File: src/rtl/mem_arb_pkg.sv
// mem_arb_pkg: shared types for the unified memory port arbiter.
package mem_arb_pkg;
    typedef enum logic {OWN_IF, OWN_D} owner_e;
    typedef enum logic {ST_IDLE, ST_WAIT} arb_state_e;
endpackage

File: src/rtl/mem_arb_pick.sv
// mem_arb_pick: combinational winner select; MEM_ARB_RR_EN gives round-robin, otherwise data has fixed priority.
module mem_arb_pick
    import mem_arb_pkg::*;
(
    input  logic   if_req,
    input  logic   d_req,
    input  owner_e last_owner,
    output logic   win_valid,
    output owner_e win_owner
);
    assign win_valid = if_req || d_req;
`ifdef MEM_ARB_RR_EN
    // on a tie, whoever did not win last time goes next
    assign win_owner = (d_req && (!if_req || last_owner == OWN_IF)) ? OWN_D : OWN_IF;
`else
    logic unused_last;
    assign unused_last = (last_owner == OWN_D);
    assign win_owner = d_req ? OWN_D : OWN_IF;
`endif
endmodule

File: src/rtl/mem_port_arbiter.sv
// mem_port_arbiter: shares one fixed-latency memory port between fetch and load/store.
// Arbitration policy is chosen in mem_arb_pick by MEM_ARB_RR_EN.
module mem_port_arbiter
    import mem_arb_pkg::*;
#(
    parameter int ADDR_W  = 32,
    parameter int DATA_W  = 32,
    parameter int MEM_LAT = 2
) (
    input  logic              clk,
    input  logic              n_rst,
    input  logic              if_req,
    input  logic [ADDR_W-1:0] if_addr,
    output logic              if_gnt,
    output logic              if_rvalid,
    output logic [DATA_W-1:0] if_rdata,
    input  logic              d_req,
    input  logic              d_we,
    input  logic [ADDR_W-1:0] d_addr,
    input  logic [DATA_W-1:0] d_wdata,
    output logic              d_gnt,
    output logic              d_rvalid,
    output logic [DATA_W-1:0] d_rdata,
    output logic              mem_en,
    output logic              mem_we,
    output logic [ADDR_W-1:0] mem_addr,
    output logic [DATA_W-1:0] mem_wdata,
    input  logic [DATA_W-1:0] mem_rdata,
    output logic              busy
);
    localparam int CNT_W = $clog2(MEM_LAT + 1);

    arb_state_e       state, state_n;
    logic [CNT_W-1:0] cnt, cnt_n;
    owner_e           owner, owner_n, win_owner;
    logic             win_valid, done, gnt;

    // the owner register doubles as the last-winner record for round-robin
    mem_arb_pick u_pick (
        .if_req     (if_req),
        .d_req      (d_req),
        .last_owner (owner),
        .win_valid  (win_valid),
        .win_owner  (win_owner)
    );

    always_ff @(posedge clk or negedge n_rst) begin
        if (!n_rst) begin
            state <= ST_IDLE;
            cnt   <= '0;
            owner <= OWN_D;
        end else begin
            state <= state_n;
            cnt   <= cnt_n;
            owner <= owner_n;
        end
    end

    always_comb begin
        done      = (state == ST_WAIT) && (cnt == CNT_W'(1));
        gnt       = n_rst && win_valid && (state == ST_IDLE || done);
        if_gnt    = gnt && (win_owner == OWN_IF);
        d_gnt     = gnt && (win_owner == OWN_D);
        mem_en    = gnt;
        mem_we    = d_gnt && d_we;
        mem_addr  = if_gnt ? if_addr : d_gnt ? d_addr : '0;
        mem_wdata = d_gnt ? d_wdata : '0;
        if_rvalid = done && (owner == OWN_IF);
        d_rvalid  = done && (owner == OWN_D);
        if_rdata  = if_rvalid ? mem_rdata : '0;
        d_rdata   = d_rvalid ? mem_rdata : '0;
        busy      = (state == ST_WAIT);
        state_n   = gnt ? ST_WAIT : done ? ST_IDLE : state;
        cnt_n     = gnt ? CNT_W'(MEM_LAT) : (state == ST_WAIT) ? cnt - CNT_W'(1) : cnt;
        owner_n   = gnt ? win_owner : owner;
    end
endmodule

File: config.mk
export PLATFORM = sky130hd
export DESIGN_NAME = mem_port_arbiter
export DESIGN_NICKNAME = d
export VERILOG_FILES = /design/src/rtl/mem_arb_pkg.sv /design/src/rtl/mem_arb_pick.sv /design/src/rtl/mem_port_arbiter.sv
export SDC_FILE = /design/constraint.sdc
export NUM_CORES = 1
export LEC_CHECK = 0
export CAP_MARGIN = 25
export CORE_AREA = 4 4 103 105
export CTS_BUF_LIST = sky130_fd_sc_hd__clkbuf_16
export CTS_CLUSTER_DIAMETER = 50
export DETAILED_ROUTE_END_ITERATION = 8
export DIE_AREA = 0 0 107 109
export GPL_ROUTABILITY_DRIVEN = 0
export GPL_TIMING_DRIVEN = 0
export PLACE_DENSITY = 0.69
export SKIP_LAST_GASP = 1
export SYNTH_ARGS = -nofsm -noshare
export SYNTH_HDL_FRONTEND = slang
export SYNTH_SLANG_ARGS = --single-unit
File: constraint.sdc
create_clock -name clk -period 2.44 [get_ports clk]
set_clock_uncertainty 0.2 [all_clocks]
set_input_delay 0.488 -clock clk [delete_from_list [all_inputs] [get_ports clk]]
set_output_delay 0.488 -clock clk [all_outputs]
set_load 0.01 [all_outputs]
==> impl_metrics.env <==
export IMPL_status="finished with violations"
export IMPL_violations="negative setup slack"
export IMPL_multiInputGateArea_um2=1100
export IMPL_synth_compound_area_share=0.267
export IMPL_h_tree_depth=1
export IMPL_rr_startpoint="cnt[0]"
export IMPL_dpl_cell_area_um2=4050
export IMPL_cap_violations=0
export IMPL_dp_cells=572
export IMPL_rsz0062_at_grt="true"
export IMPL_synth_simple_area_share=0.562
export IMPL_drc=0
export IMPL_avgSynthCellArea_um2=7.01
export IMPL_grt_usage=0.140
export IMPL_fin_cells=601
export IMPL_grt_max_degree=11
export IMPL_synth_mux_area_frac=0
export IMPL_synth_warning_count=0
export IMPL_cts_made_buffers=3
export IMPL_path_class="register to output port"
export IMPL_hpwl_um=7930
export IMPL_r2r_end="owner"
export IMPL_relSlewSlack=0.833
export IMPL_maxSlewViolCount=0
export IMPL_holdWs_ps=167
export IMPL_pre_cts_slack_ps=-939
export IMPL_peakVddDrop_mv=0.189
export IMPL_max_freq_ghz=0.382
export IMPL_via_count=2335
export IMPL_wire_per_inst_um=15.8
export IMPL_hold_viol=0
export IMPL_rows=36
export IMPL_period_minus_slack_ps=2620
export IMPL_tightest_slew_ps=249
export IMPL_first_iter_violations=83
export IMPL_port_buffers=267
export IMPL_synthXorXnorAreaFrac=0
export IMPL_synth_seq_cells=4
export IMPL_final_nets=603
export IMPL_tritoncts="done"
export IMPL_tns_ps=-3970
export IMPL_postSynthCellCount=172
export IMPL_clk_latency_ps=230
export IMPL_synth_fa_ha_area_frac=0.0104
export IMPL_worst_slack_ps=-177
export IMPL_ys_types=20
export IMPL_post_route_period_util=1.07
export IMPL_crit_required_ps=1750
export IMPL_core_um2=9640
export IMPL_syn_nets=306
export IMPL_regArea_um2=103
export IMPL_start_kind="register"
export IMPL_crit_fanout=7
export IMPL_finalInstanceArea_um2=4410
export IMPL_powerDensity_nw_per_um2=488
export IMPL_overflow=0
export IMPL_antenna_found_initial=0
export IMPL_synth_area_um2=1210
export IMPL_drive_above_1_share=0.293
export IMPL_drt_pass1_iter_count=4
export IMPL_crit_arrival_ps=1930
export IMPL_grt_pass1_wl_um=12800
export IMPL_reg2reg_slack_ps=580
export IMPL_area_growth_pct=266
export IMPL_hold_path_class="input port to asynchronous set/reset pin"
export IMPL_io_pins=268
export IMPL_diodes=0
export IMPL_postRouteAntennaNets=0
export IMPL_wirelength_um=9490
export IMPL_r2r_cells=8
export IMPL_cts_root_buf="clkbuf_16"
export IMPL_dieHeight_um=109
export IMPL_cts_buffer_depth=2
export IMPL_finalSetupViolCount=49
export IMPL_fill_cells=984
export IMPL_die_w_um=107
export IMPL_ys_seq_area_frac=0.0840
export IMPL_die_area_um2=11700
export IMPL_leakage_nw=2.40
export IMPL_synth_top_family_by_area="simple AND/OR/NAND/NOR gates"
export IMPL_crit_path_end_kind="output port"
export IMPL_grt_pass1_vias=2231
export IMPL_path_clk_slew_ps=30
export IMPL_vias_per_cell=3.89
export IMPL_start_util=0.125
export IMPL_cts_sinks=4
==> how the worst max path moves through the flow <==
stage	start	endpoint	slack [ps]
after floorplan	cnt[0]	mem_addr[26]	190
after global placement	n_rst	mem_addr[26]	-940
after detailed placement	n_rst	mem_addr[27]	-940
after CTS	cnt[1]	if_rdata[10]	-220
after global routing	cnt[1]	mem_addr[4]	-250
final	cnt[0]	mem_addr[26]	-180
==> state kept, by name (all words and copies together), names as in the netlist <==
signal and count:
cnt 2, busy 1, owner 1
==> critical path, cell delays in order, from the launching register on <==
cell and delay [ps]:
dfrtp_1 400, ha_4 190, nand2b_4 140, and3_4 210, buf_12 150, buf_8 120
a22o_1 210, dlygate4sd2_1 280
==> cells by family after synthesis <==
group | after synthesis
and+or+nand+nor | 110
AOI/OAI and AO/OA | 39
DFF | 4
buffers and inverters | 18
adders and majority gates | 1
==> area by class of cell <==
type                            count  share of cell area
Clock buffer                        3              0.0170
Clock inverter                      1            0.000850
Buffer                             15              0.0439
Multi-Input combinational cell    150               0.248
Tap cell                          133              0.0377
Sequential cell                     4              0.0232
Timing Repair Buffer              294               0.628
Inverter                            1            0.000850
==> cells in the final DEF, fill, tap and decap left out, drive strengths merged <==
cell type,count
a21oi,3
clkdlybuf4s50,132
dfrtp,3
nor2,2
nor3,2
o21ai,2
dfstp,1
dlygate4sd2,47
inv,2
o21a,1
clkdlybuf4s15,22
clkbuf,21
dlymetal6s2s,15
and2,97
dlygate4sd3,1
nand2b,2
buf,74
nand2,3
a22o,33
ha,1
nor2b,2
and3,2
==> timing repair <==
item	CTS	global route
cloned	4	0
setup endpoints to repair	134	104
gates resized for setup	322	96
hold endpoints to repair	3	0
hold buffers	1	0
setup buffers	18	8
pin swaps	11	12
==> per-layer routing <==
| metal | track usage | up-vias | routed length, um | part of all wire |
|---|---|---|---|---|
| li1 | - | 1175 | - | - |
| met1 | 0.160 | 1047 | 3520 | 0.37 |
| met2 | 0.265 | 109 | 5160 | 0.54 |
| met3 | 0.0332 | 4 | 750 | 0.079 |
| met4 | 0.0301 | 0 | 68 | 0.0072 |
| met5 | 0 | - | 0 | 0 |
==> Yosys cell counts (all sizes together) <==
library cell	count	share of area
a21oi	3	0.012
clkbuf	10	0.034
inv	1	0.0031
dfrtp	3	0.062
o21ai	2	0.0083
nand2b	2	0.010
nor2	2	0.0062
a22o	33	0.24
dfstp	1	0.022
and3	2	0.010
nor2b	2	0.010
ha	1	0.010
and2	97	0.50
buf	7	0.039
nand2	3	0.0093
nor3	2	0.012
o21a	1	0.0062
==> where the power goes <==
part / internal (mW) / switching (mW)
registers: 0.110 / 0.0473
clock network: 0.212 / 0.0494
logic: 1.04 / 0.695
total: 1.36 / 0.792
==> metrics by stage <==
step           power (mW)  utilization
3_3_place_gp         1.71        0.420
6_report             2.15        0.458
2_1_floorplan       0.769            -
3_5_place_dp         1.73        0.420
4_1_cts              2.13        0.450
5_1_grt              2.31        0.458
Note: power is estimated with default switching activity, not from simulation.
